File: src/rtl/rtc_alarm_pkg.sv
// Shared types and helpers for the multi-channel RTC alarm core.
// The channel record width is fixed here and sets the compare/period width of the core.
package rtc_alarm_pkg;

    localparam int ALARM_CNT_WIDTH = 32;

    typedef struct packed {
        logic [ALARM_CNT_WIDTH-1:0] cmp;
        logic [ALARM_CNT_WIDTH-1:0] per;
        logic                       en;
    } alarm_ch_t;

    localparam alarm_ch_t ALARM_CH_RST = '{cmp: '0, per: '0, en: 1'b0};

    function automatic int idx_width(input int n);
        return (n > 1) ? $clog2(n) : 1;
    endfunction

endpackage

File: src/rtl/rtc_prescaler.sv
// Clock prescaler: counts enabled cycles and emits a one-cycle tick strobe
// every psc_i+1 enabled cycles. A clear restarts the count and suppresses the tick.
module rtc_prescaler #(
    parameter int PSC_WIDTH = 16
) (
    input  logic                 clk_i,
    input  logic                 rst_i,
    input  logic                 en_i,
    input  logic [PSC_WIDTH-1:0] psc_i,
    input  logic                 clr_i,
    output logic                 tick_o
);

    logic [PSC_WIDTH-1:0] psc_cnt;
    logic                 hit;

    // An exact compare: if psc_i shrinks below psc_cnt, the count runs on and wraps first.
    assign hit    = en_i && (psc_cnt == psc_i);
    assign tick_o = hit && !clr_i;

    // NOTE: state registers use non-blocking assignments so every flop samples pre-edge values.
    always_ff @(posedge clk_i) begin
        if (rst_i) begin
            psc_cnt <= '0;
        end else if (clr_i) begin
            psc_cnt <= '0;
        end else if (en_i) begin
            psc_cnt <= hit ? '0 : psc_cnt + PSC_WIDTH'(1);
        end
    end

endmodule

File: src/rtl/rtc_multi_alarm.sv
// Prescaled free-running time counter with ALARM_NUM compare channels (one-shot or
// periodic), sticky pending flags and a combined interrupt.
module rtc_multi_alarm
    import rtc_alarm_pkg::*;
#(
    parameter int  CNT_WIDTH = ALARM_CNT_WIDTH,
    parameter int  PSC_WIDTH = 16,
    parameter int  ALARM_NUM = 4,
    localparam int IDX_WIDTH = idx_width(ALARM_NUM)
) (
    input  logic                 clk_i,
    input  logic                 rst_i,
    input  logic                 en_i,
    input  logic [PSC_WIDTH-1:0] psc_i,
    input  logic                 cnt_wr_i,
    input  logic [CNT_WIDTH-1:0] cnt_wdata_i,
    output logic [CNT_WIDTH-1:0] cnt_o,
    output logic                 tick_o,
    input  logic                 alrm_wr_i,
    input  logic [IDX_WIDTH-1:0] alrm_idx_i,
    input  logic [CNT_WIDTH-1:0] alrm_cmp_i,
    input  logic [CNT_WIDTH-1:0] alrm_per_i,
    input  logic                 alrm_en_i,
    output logic [CNT_WIDTH-1:0] alrm_cmp_o,
    input  logic [ALARM_NUM-1:0] alrm_clr_i,
    output logic [ALARM_NUM-1:0] alrm_pend_o,
    output logic                 irq_o
);

    logic                 tick;
    logic [CNT_WIDTH-1:0] cnt_q;
    logic [CNT_WIDTH-1:0] cnt_next;
    logic                 tick_q;
    logic [ALARM_NUM-1:0] match;
    logic [ALARM_NUM-1:0] pend_q;
    logic [CNT_WIDTH-1:0] cmp_arr [ALARM_NUM];

    // A counter load restarts the prescaler and masks the tick, so a load never fires an alarm.
    rtc_prescaler #(
        .PSC_WIDTH (PSC_WIDTH)
    ) u_prescaler (
        .clk_i  (clk_i),
        .rst_i  (rst_i),
        .en_i   (en_i),
        .psc_i  (psc_i),
        .clr_i  (cnt_wr_i),
        .tick_o (tick)
    );

    assign cnt_next = cnt_q + CNT_WIDTH'(1);

    always_ff @(posedge clk_i) begin
        if (rst_i) begin
            cnt_q  <= '0;
            tick_q <= 1'b0;
        end else begin
            tick_q <= tick;
            if (cnt_wr_i) begin
                cnt_q <= cnt_wdata_i;
            end else if (tick) begin
                cnt_q <= cnt_next;
            end
        end
    end

    for (genvar k = 0; k < ALARM_NUM; k++) begin : g_ch
        alarm_ch_t ch_q;
        logic      wr_sel;

        assign wr_sel   = alrm_wr_i && (int'(alrm_idx_i) == k);
        // Alarms compare against the value the counter is about to show; a write to
        // this channel in the same cycle takes precedence and drops the match.
        assign match[k] = tick && ch_q.en && (ch_q.cmp == cnt_next) && !wr_sel;
        assign cmp_arr[k] = ch_q.cmp;

        // NOTE: the channel array is small control state, so every entry is reset
        // explicitly rather than left to software initialisation like a RAM.
        always_ff @(posedge clk_i) begin
            if (rst_i) begin
                ch_q <= ALARM_CH_RST;
            end else if (wr_sel) begin
                ch_q <= '{cmp: alrm_cmp_i, per: alrm_per_i, en: alrm_en_i};
            end else if (match[k]) begin
                if (ch_q.per != '0) begin
                    ch_q.cmp <= ch_q.cmp + ch_q.per;
                end else begin
                    ch_q.en <= 1'b0;
                end
            end
        end
    end

    // Set has priority over a simultaneous write-1-to-clear.
    always_ff @(posedge clk_i) begin
        if (rst_i) begin
            pend_q <= '0;
        end else begin
            pend_q <= (pend_q & ~alrm_clr_i) | match;
        end
    end

    // NOTE: the output is given a default before the loop so no path leaves it unassigned (no latch).
    always_comb begin
        alrm_cmp_o = '0;
        for (int k = 0; k < ALARM_NUM; k++) begin
            if (int'(alrm_idx_i) == k) begin
                alrm_cmp_o = cmp_arr[k];
            end
        end
    end

    assign cnt_o       = cnt_q;
    assign tick_o      = tick_q;
    assign alrm_pend_o = pend_q;
    assign irq_o       = |pend_q;

endmodule

File: config.mk
export PLATFORM = sky130hd
export DESIGN_NAME = rtc_multi_alarm
export DESIGN_NICKNAME = d
export VERILOG_FILES = /design/src/rtl/rtc_alarm_pkg.sv /design/src/rtl/rtc_prescaler.sv /design/src/rtl/rtc_multi_alarm.sv
export SDC_FILE = /design/constraint.sdc
export NUM_CORES = 1
export LEC_CHECK = 0
export BUFFER_PORTS_ARGS = -buffer_cell sky130_fd_sc_hd__buf_4
export CORE_MARGIN = 5
export CORE_UTILIZATION = 55
export DETAILED_ROUTE_END_ITERATION = 12
export HOLD_SLACK_MARGIN = 0.08
export PLACE_DENSITY = 0.74
export SYNTH_ARGS = -nofsm -noshare
export SYNTH_HDL_FRONTEND = slang
export SYNTH_SLANG_ARGS = --single-unit
File: constraint.sdc
create_clock -name clk_i -period 7 [get_ports clk_i]
set_input_delay 1.05 -clock clk_i [delete_from_list [all_inputs] [get_ports clk_i]]
set_output_delay 1.05 -clock clk_i [all_outputs]
set_load 0.05 [all_outputs]
==> metrics.cfg, run 1 <==
[run]
cap_violations = 0

[synthesis]
synth.distinct_cells = 92
ys_ff_latch = 313
syn_area_mm2 = 0.0241
yosysTopAreaCellShare = 0.260
synth_top_cells_by_area = dfxtp_1 26%, nand2_1 7.2%, a21oi_1 7.0%
synth_nets = 3268
ys_seq_area_frac = 0.260
avgSynthCellArea_um2 = 7.99
yosysWarnings = 0
synth_ff_type = dfxtp_1
synthArstFlopShare = 0
synth_edf_count = 0
syn_inst = 3014
yosysTopAreaCell = dfxtp_1

[route]
initialDrtViolationCount = 3324
totalWireLength_mm = 97.3
dr.pass1.iters = 6
drc = 0
avgRoutedWirePerCell_um = 26.3
post_drt_via_cell_ratio = 6.63
num_vias = 24600
final_antenna_net_count = 0

[finish]
layout-drive-gt1-share = 0.121
nets = 3343
multi_input_area_mm2 = 0.0168
seq_area_mm2 = 0.00627
n_fill_cell = 3864
area_delta_synth_final_pct = 12.2

[clocking]
cts_tree = yes
cts.path.max_buffers = 3
cts_root_buffer = clkbuf_16
cts_hold_buf = 0
cts_setup_buffers = 0
cts_htree_levels = 2
clk_pin_slew_ns = 0.06
cts.sinks = 313
clk_latency_ns = 0.58
numCtsBuffers = 37
cts_resized = 0

[min_path]
hold_path_class = register to register

[sta]
fin_ws_ns = 1.16
finalSetupViolCount = 0
rsz0062_at_grt = no
finalHoldViolations = 0
post-route-min-period_ns = 5.84
finClkSkew_ns = 0.0177
slew_viol_final = 0
fmax_ghz = 0.171
tightest_slew_ns = 1.17
tns_ns = 0
min_period_over_period = 0.834
hold_slack_ns = 0.478
slew_headroom = 0.216

[die]
pin_count = 194
die_h_um = 219
coreArea_mm2 = 0.0432
die_area_mm2 = 0.0481
rows = 76
die-width_um = 219
initial_core_util = 0.558

[run_status]
status = finished, final reports clean

[power_and_ir_drop]
power_density_mw_per_mm2 = 187
vdd_ir_drop_max_mv = 0.212
p_leak_nw = 10.9

[worst_setup_path]
cp.arrival_ns = 6.30
critPathLaunchType = register
path_max_fanout = 27
critPathMaxStageDelay_ns = 1.04
ff2ff_path_depth = 11
slowest_stage = or4_1
cpMostUsedCell = or4_1
crit_end = cmp_arr[127]$_SDFFE_PP0P_
startpoint = cnt_o[6]$_SDFFE_PP0P_
reg2reg_slack_ns = 1.16
cp.required_ns = 7.46
end_kind = register
crit_chain = nand4_2 -> or4_1 -> buf_4 -> nor4_4 -> xnor3_1 -> nand3_1 -> or4_1 -> or4_1 -> buf_4 -> o21a_1 -> o311a_1
crit_type = register to register
rr_endpoint = cmp_arr[127]$_SDFFE_PP0P_
r2r-start = cnt_o[6]$_SDFFE_PP0P_

[placed_design]
dp_slack_ns = 1.26
place_congestion = 1.05
portBuffers = 193
dp_hpwl_mm = 76.3

[grt]
grt_overflow = 0
grt_pass1_wl_mm = 143
antenna_found_initial = 2
grt_usage = 0.392
busiest_layer = met2
gr-usage-met3 = 0.0764
grt_max_degree = 96
gr-usage-met2 = 0.610
use_met1 = 0.535
grt_pass1_vias = 22700

-- registers in the layout, indices dropped and copies added (netlist names) --
name and cells:
alrm_pend_o 4, tick_o 1, g_ch.ch_q 132, cnt_o 32, u_prescaler.psc_cnt 16, cmp_arr 128
-- critical path: cells and delay by family, from the launching register on --
family | cells | cell delay [ns]
AND/OR/NAND/NOR | 6 | 3.58
buffers and inverters | 2 | 0.69
AO/OA/AOI/OAI | 2 | 0.53
flip-flops | 1 | 0.70
XOR/XNOR | 1 | 0.22
-- layout by cell type (no fill, tap or decap), types with 46 or more instances in the layout --
master and instances:
a21o_1 65, a21oi_1 337, buf_4 221, dfxtp_1 313, ha_1 126, inv_1 57, mux2i_1 80, nand2_1 460
nand3_1 61, nor2_1 205, nor3_1 46, nor4_1 58, o21ai_0 165, xnor2_1 177, xor2_1 83
-- stage by stage --
stage,total power [W],instances,util,area (um2)
floorplan,0.00261,3014,-,24100
global placement,0.00296,3635,0.596,25700
detailed placement,0.00297,3635,0.596,25700
CTS,0.00504,3701,0.626,27000
global route,0.00520,3702,0.626,27000
finish,0.00505,3703,0.626,27000
-- cells by family after synthesis --
group                      Yosys count  share of synthesized area
AOI/OAI and AO/OA                  828                      0.212
buffers and inverters              244                     0.0427
and+or+nand+nor                   1081                      0.218
xor gates and xnor gates           302                      0.134
adders and majority gates          130                     0.0688
muxes                              116                     0.0650
DFF                                313                      0.260
-- power by group --
group	internal [W]	total, W	switching, W
clock network	0.00125	0.00208	0.000835
registers	0.00185	0.00202	0.000163
logic	0.000385	0.000953	0.000567
total	0.00349	0.00505	0.00157
-- synthesized netlist by cell type, drive strengths merged, types with 64 or more instances --
library cell and n:
nor2 210, clkbuf 126, a21oi 337, ha 126
nand2 460, a21o 65, mux2i 80, nand3 64
xor2 83, xnor2 177, o21ai 165, dfxtp 313
nor4 67
-- final cells by class --
class | count | area share
diodes | 2 | 0.000185
clock buffers | 54 | 0.0422
clock inverters | 12 | 0.00616
inverters | 58 | 0.00805
multi-input cells | 2457 | 0.623
flip-flops and latches | 313 | 0.232
well taps | 585 | 0.0271
repair buffers | 222 | 0.0618
-- worst min path at each step --
stage                                  startpoint  slack [ns]                             to  depth (start not counted)
floorplan            g_ch[1].ch_q[0]$_SDFFE_PP0P_        0.44   g_ch[1].ch_q[0]$_SDFFE_PP0P_                          2
detailed placement  g_ch[2].ch_q[12]$_SDFFE_PP0P_        0.47  g_ch[2].ch_q[12]$_SDFFE_PP0P_                          2
CTS                 g_ch[2].ch_q[12]$_SDFFE_PP0P_        0.48  g_ch[2].ch_q[12]$_SDFFE_PP0P_                          2
finish              g_ch[2].ch_q[12]$_SDFFE_PP0P_        0.48  g_ch[2].ch_q[12]$_SDFFE_PP0P_                          2
global route        g_ch[0].ch_q[13]$_SDFFE_PP0P_        0.50  g_ch[0].ch_q[13]$_SDFFE_PP0P_                          2
global placement    g_ch[1].ch_q[31]$_SDFFE_PP0P_        0.46  g_ch[1].ch_q[31]$_SDFFE_PP0P_                          2
-- per-layer routing --
layer | vias up | wire length (um)
li1 | 11100 | -
met1 | 11700 | 38500
met2 | 1551 | 42600
met3 | 224 | 11700
met4 | 2 | 4460
met5 | - | 13
Power figures use the tool's default switching activity.
==> run 2, diff against run 1 <==
- clock period: 7 -> 5.5 ns (I/O delays scaled with it)
==> metrics.cfg, run 2 (synthesis gave the netlist of run 1 again) <==
[worst_setup_path]
r2r-start = cnt_o[7]$_SDFFE_PP0P_
rr_endpoint = cmp_arr[22]$_SDFFE_PP0P_
cp.required_ns = 5.91
reg2reg_slack_ns = 0.44
ff2ff_path_depth = 12
crit_type = register to register
cp.arrival_ns = 5.47
critPathLaunchType = register
path_max_fanout = 18
end_kind = register

[placed_design]
portBuffers = 193
dp_cells = 3664
dp_slack_ns = 0.502
dp_hpwl_mm = 76.5
place_congestion = 1.08

[route]
avgRoutedWirePerCell_um = 26.0
post_drt_via_cell_ratio = 6.56
final_antenna_net_count = 0
dr.pass1.iters = 6
initialDrtViolationCount = 2874
drc = 0
num_vias = 24500
totalWireLength_mm = 97.0

[clocking]
cts_tree = yes
cts_setup_buffers = 0
cts_root_buffer = clkbuf_16
clk_pin_slew_ns = 0.06
cts_htree_levels = 2
cts_resized = 0
cts_hold_buf = 0
cts.path.max_buffers = 3
numCtsBuffers = 38
cts.sinks = 313
clk_latency_ns = 0.58

[power_and_ir_drop]
vdd_ir_drop_max_mv = 0.283
total_power_w = 0.00634
switchingPower_w = 0.00199
p_comb_frac = 0.195
power_density_mw_per_mm2 = 233
seq_power_share = 0.402
pwr-share-clk = 0.403
p_int_w = 0.00435
p_leak_nw = 11.0
switching_share = 0.314

[grt]
busiest_layer = met2
gr-usage-met3 = 0.0797
antenna_found_initial = 2
grt_overflow = 0
grt_pass1_wl_mm = 143
gr-usage-met2 = 0.607
grt_pass1_vias = 23000
grt_usage = 0.391
use_met1 = 0.533
grt_max_degree = 96

[sta]
finalSetupViolCount = 0
tightest_slew_ns = 1.08
slew_headroom = 0.278
finalHoldViolations = 0
slew_viol_final = 0
fmax_ghz = 0.198
min_period_over_period = 0.920
fin_ws_ns = 0.438
post-route-min-period_ns = 5.06
tns_ns = 0
finClkSkew_ns = 0.0208
rsz0062_at_grt = no

[die]
initial_core_util = 0.558
die_area_mm2 = 0.0481
die_h_um = 219
die-width_um = 219
coreArea_mm2 = 0.0432
rows = 76
pin_count = 194

[finish]
n_fill_cell = 3869
final_cell_mix = 460 x nand2_1, 337 x a21oi_1, 313 x dfxtp_1
largest_reg_flops = 132
final_common_cell = nand2_1
area_delta_synth_final_pct = 12.9
finish.utilization = 0.630
layout-drive-gt1-share = 0.128
top_register = g_ch.ch_q
multi_input_area_mm2 = 0.0168
nets = 3373
seq_area_mm2 = 0.00627
stdcell_count = 3733

[run_status]
status = finished, final reports clean

[min_path]
hold_path_end = g_ch[0].ch_q[0]$_SDFFE_PP0P_
whs_path_depth = 2
worstHoldStart = g_ch[0].ch_q[0]$_SDFFE_PP0P_
hold_path_class = register to register

[run]
cap_violations = 0

-- run 2: worst max-delay path, cell delays in order, from the launching register on --
cell and delay [ns]:
dfxtp_1 0.62, nand4_2 0.17, or4_1 1.01, buf_4 0.35, nor2_8 0.15, xnor3_1 0.24
or4_4 0.56, nor4_4 0.38, nand4b_4 0.30, nor2_4 0.47, buf_4 0.33, mux2i_1 0.24
a211oi_1 0.09
-- run 2: cell type report --
type | count | area share
Multi-Input combinational cell | 2457 | 0.619
Sequential cell | 313 | 0.230
Timing Repair Buffer | 251 | 0.0694
Clock buffer | 54 | 0.0405
Tap cell | 585 | 0.0269
Inverter | 58 | 0.00801
Clock inverter | 14 | 0.00575
Antenna cell | 1 | 0.0000920
-- run 2: layer usage --
layer / vias to the layer above / wire (um)
li1: 11100 / -
met1: 11700 / 39100
met2: 1432 / 42100
met3: 227 / 11200
met4: 2 / 4720
met5: - / 14
-- run 2: per-stage QoR --
| stage | hold slack, ns | cell area (um2) |
|---|---|---|
| after floorplan | 0.444 | 24100 |
| after global placement | 0.457 | 25900 |
| after detailed placement | 0.471 | 25900 |
| after CTS | 0.472 | 27200 |
| after global routing | 0.486 | 27200 |
| final | 0.477 | 27200 |
-- run 2: worst max path at each step --
stage               slack [ns]  cells past startpoint                  start                   endpoint
floorplan                 1.10                     13  cnt_o[1]$_SDFFE_PP0P_  cmp_arr[109]$_SDFFE_PP0P_
global placement          0.62                     12  cnt_o[7]$_SDFFE_PP0P_   cmp_arr[27]$_SDFFE_PP0P_
detailed placement        0.50                     12  cnt_o[7]$_SDFFE_PP0P_   cmp_arr[26]$_SDFFE_PP0P_
CTS                       0.51                     12  cnt_o[7]$_SDFFE_PP0P_   cmp_arr[26]$_SDFFE_PP0P_
global route              0.30                     13  cnt_o[2]$_SDFFE_PP0P_   cmp_arr[26]$_SDFFE_PP0P_
finish                    0.44                     12  cnt_o[7]$_SDFFE_PP0P_   cmp_arr[22]$_SDFFE_PP0P_
-- run 2: power groups by stage --
stage	Sequential (W)	Clock (W)	Combinational, W
floorplan	0.00252	0	0.000795
global placement	0.00258	0	0.00119
detailed placement	0.00258	0	0.00121
CTS	0.00254	0.00257	0.00121
global route	0.00255	0.00267	0.00132
finish	0.00255	0.00255	0.00124
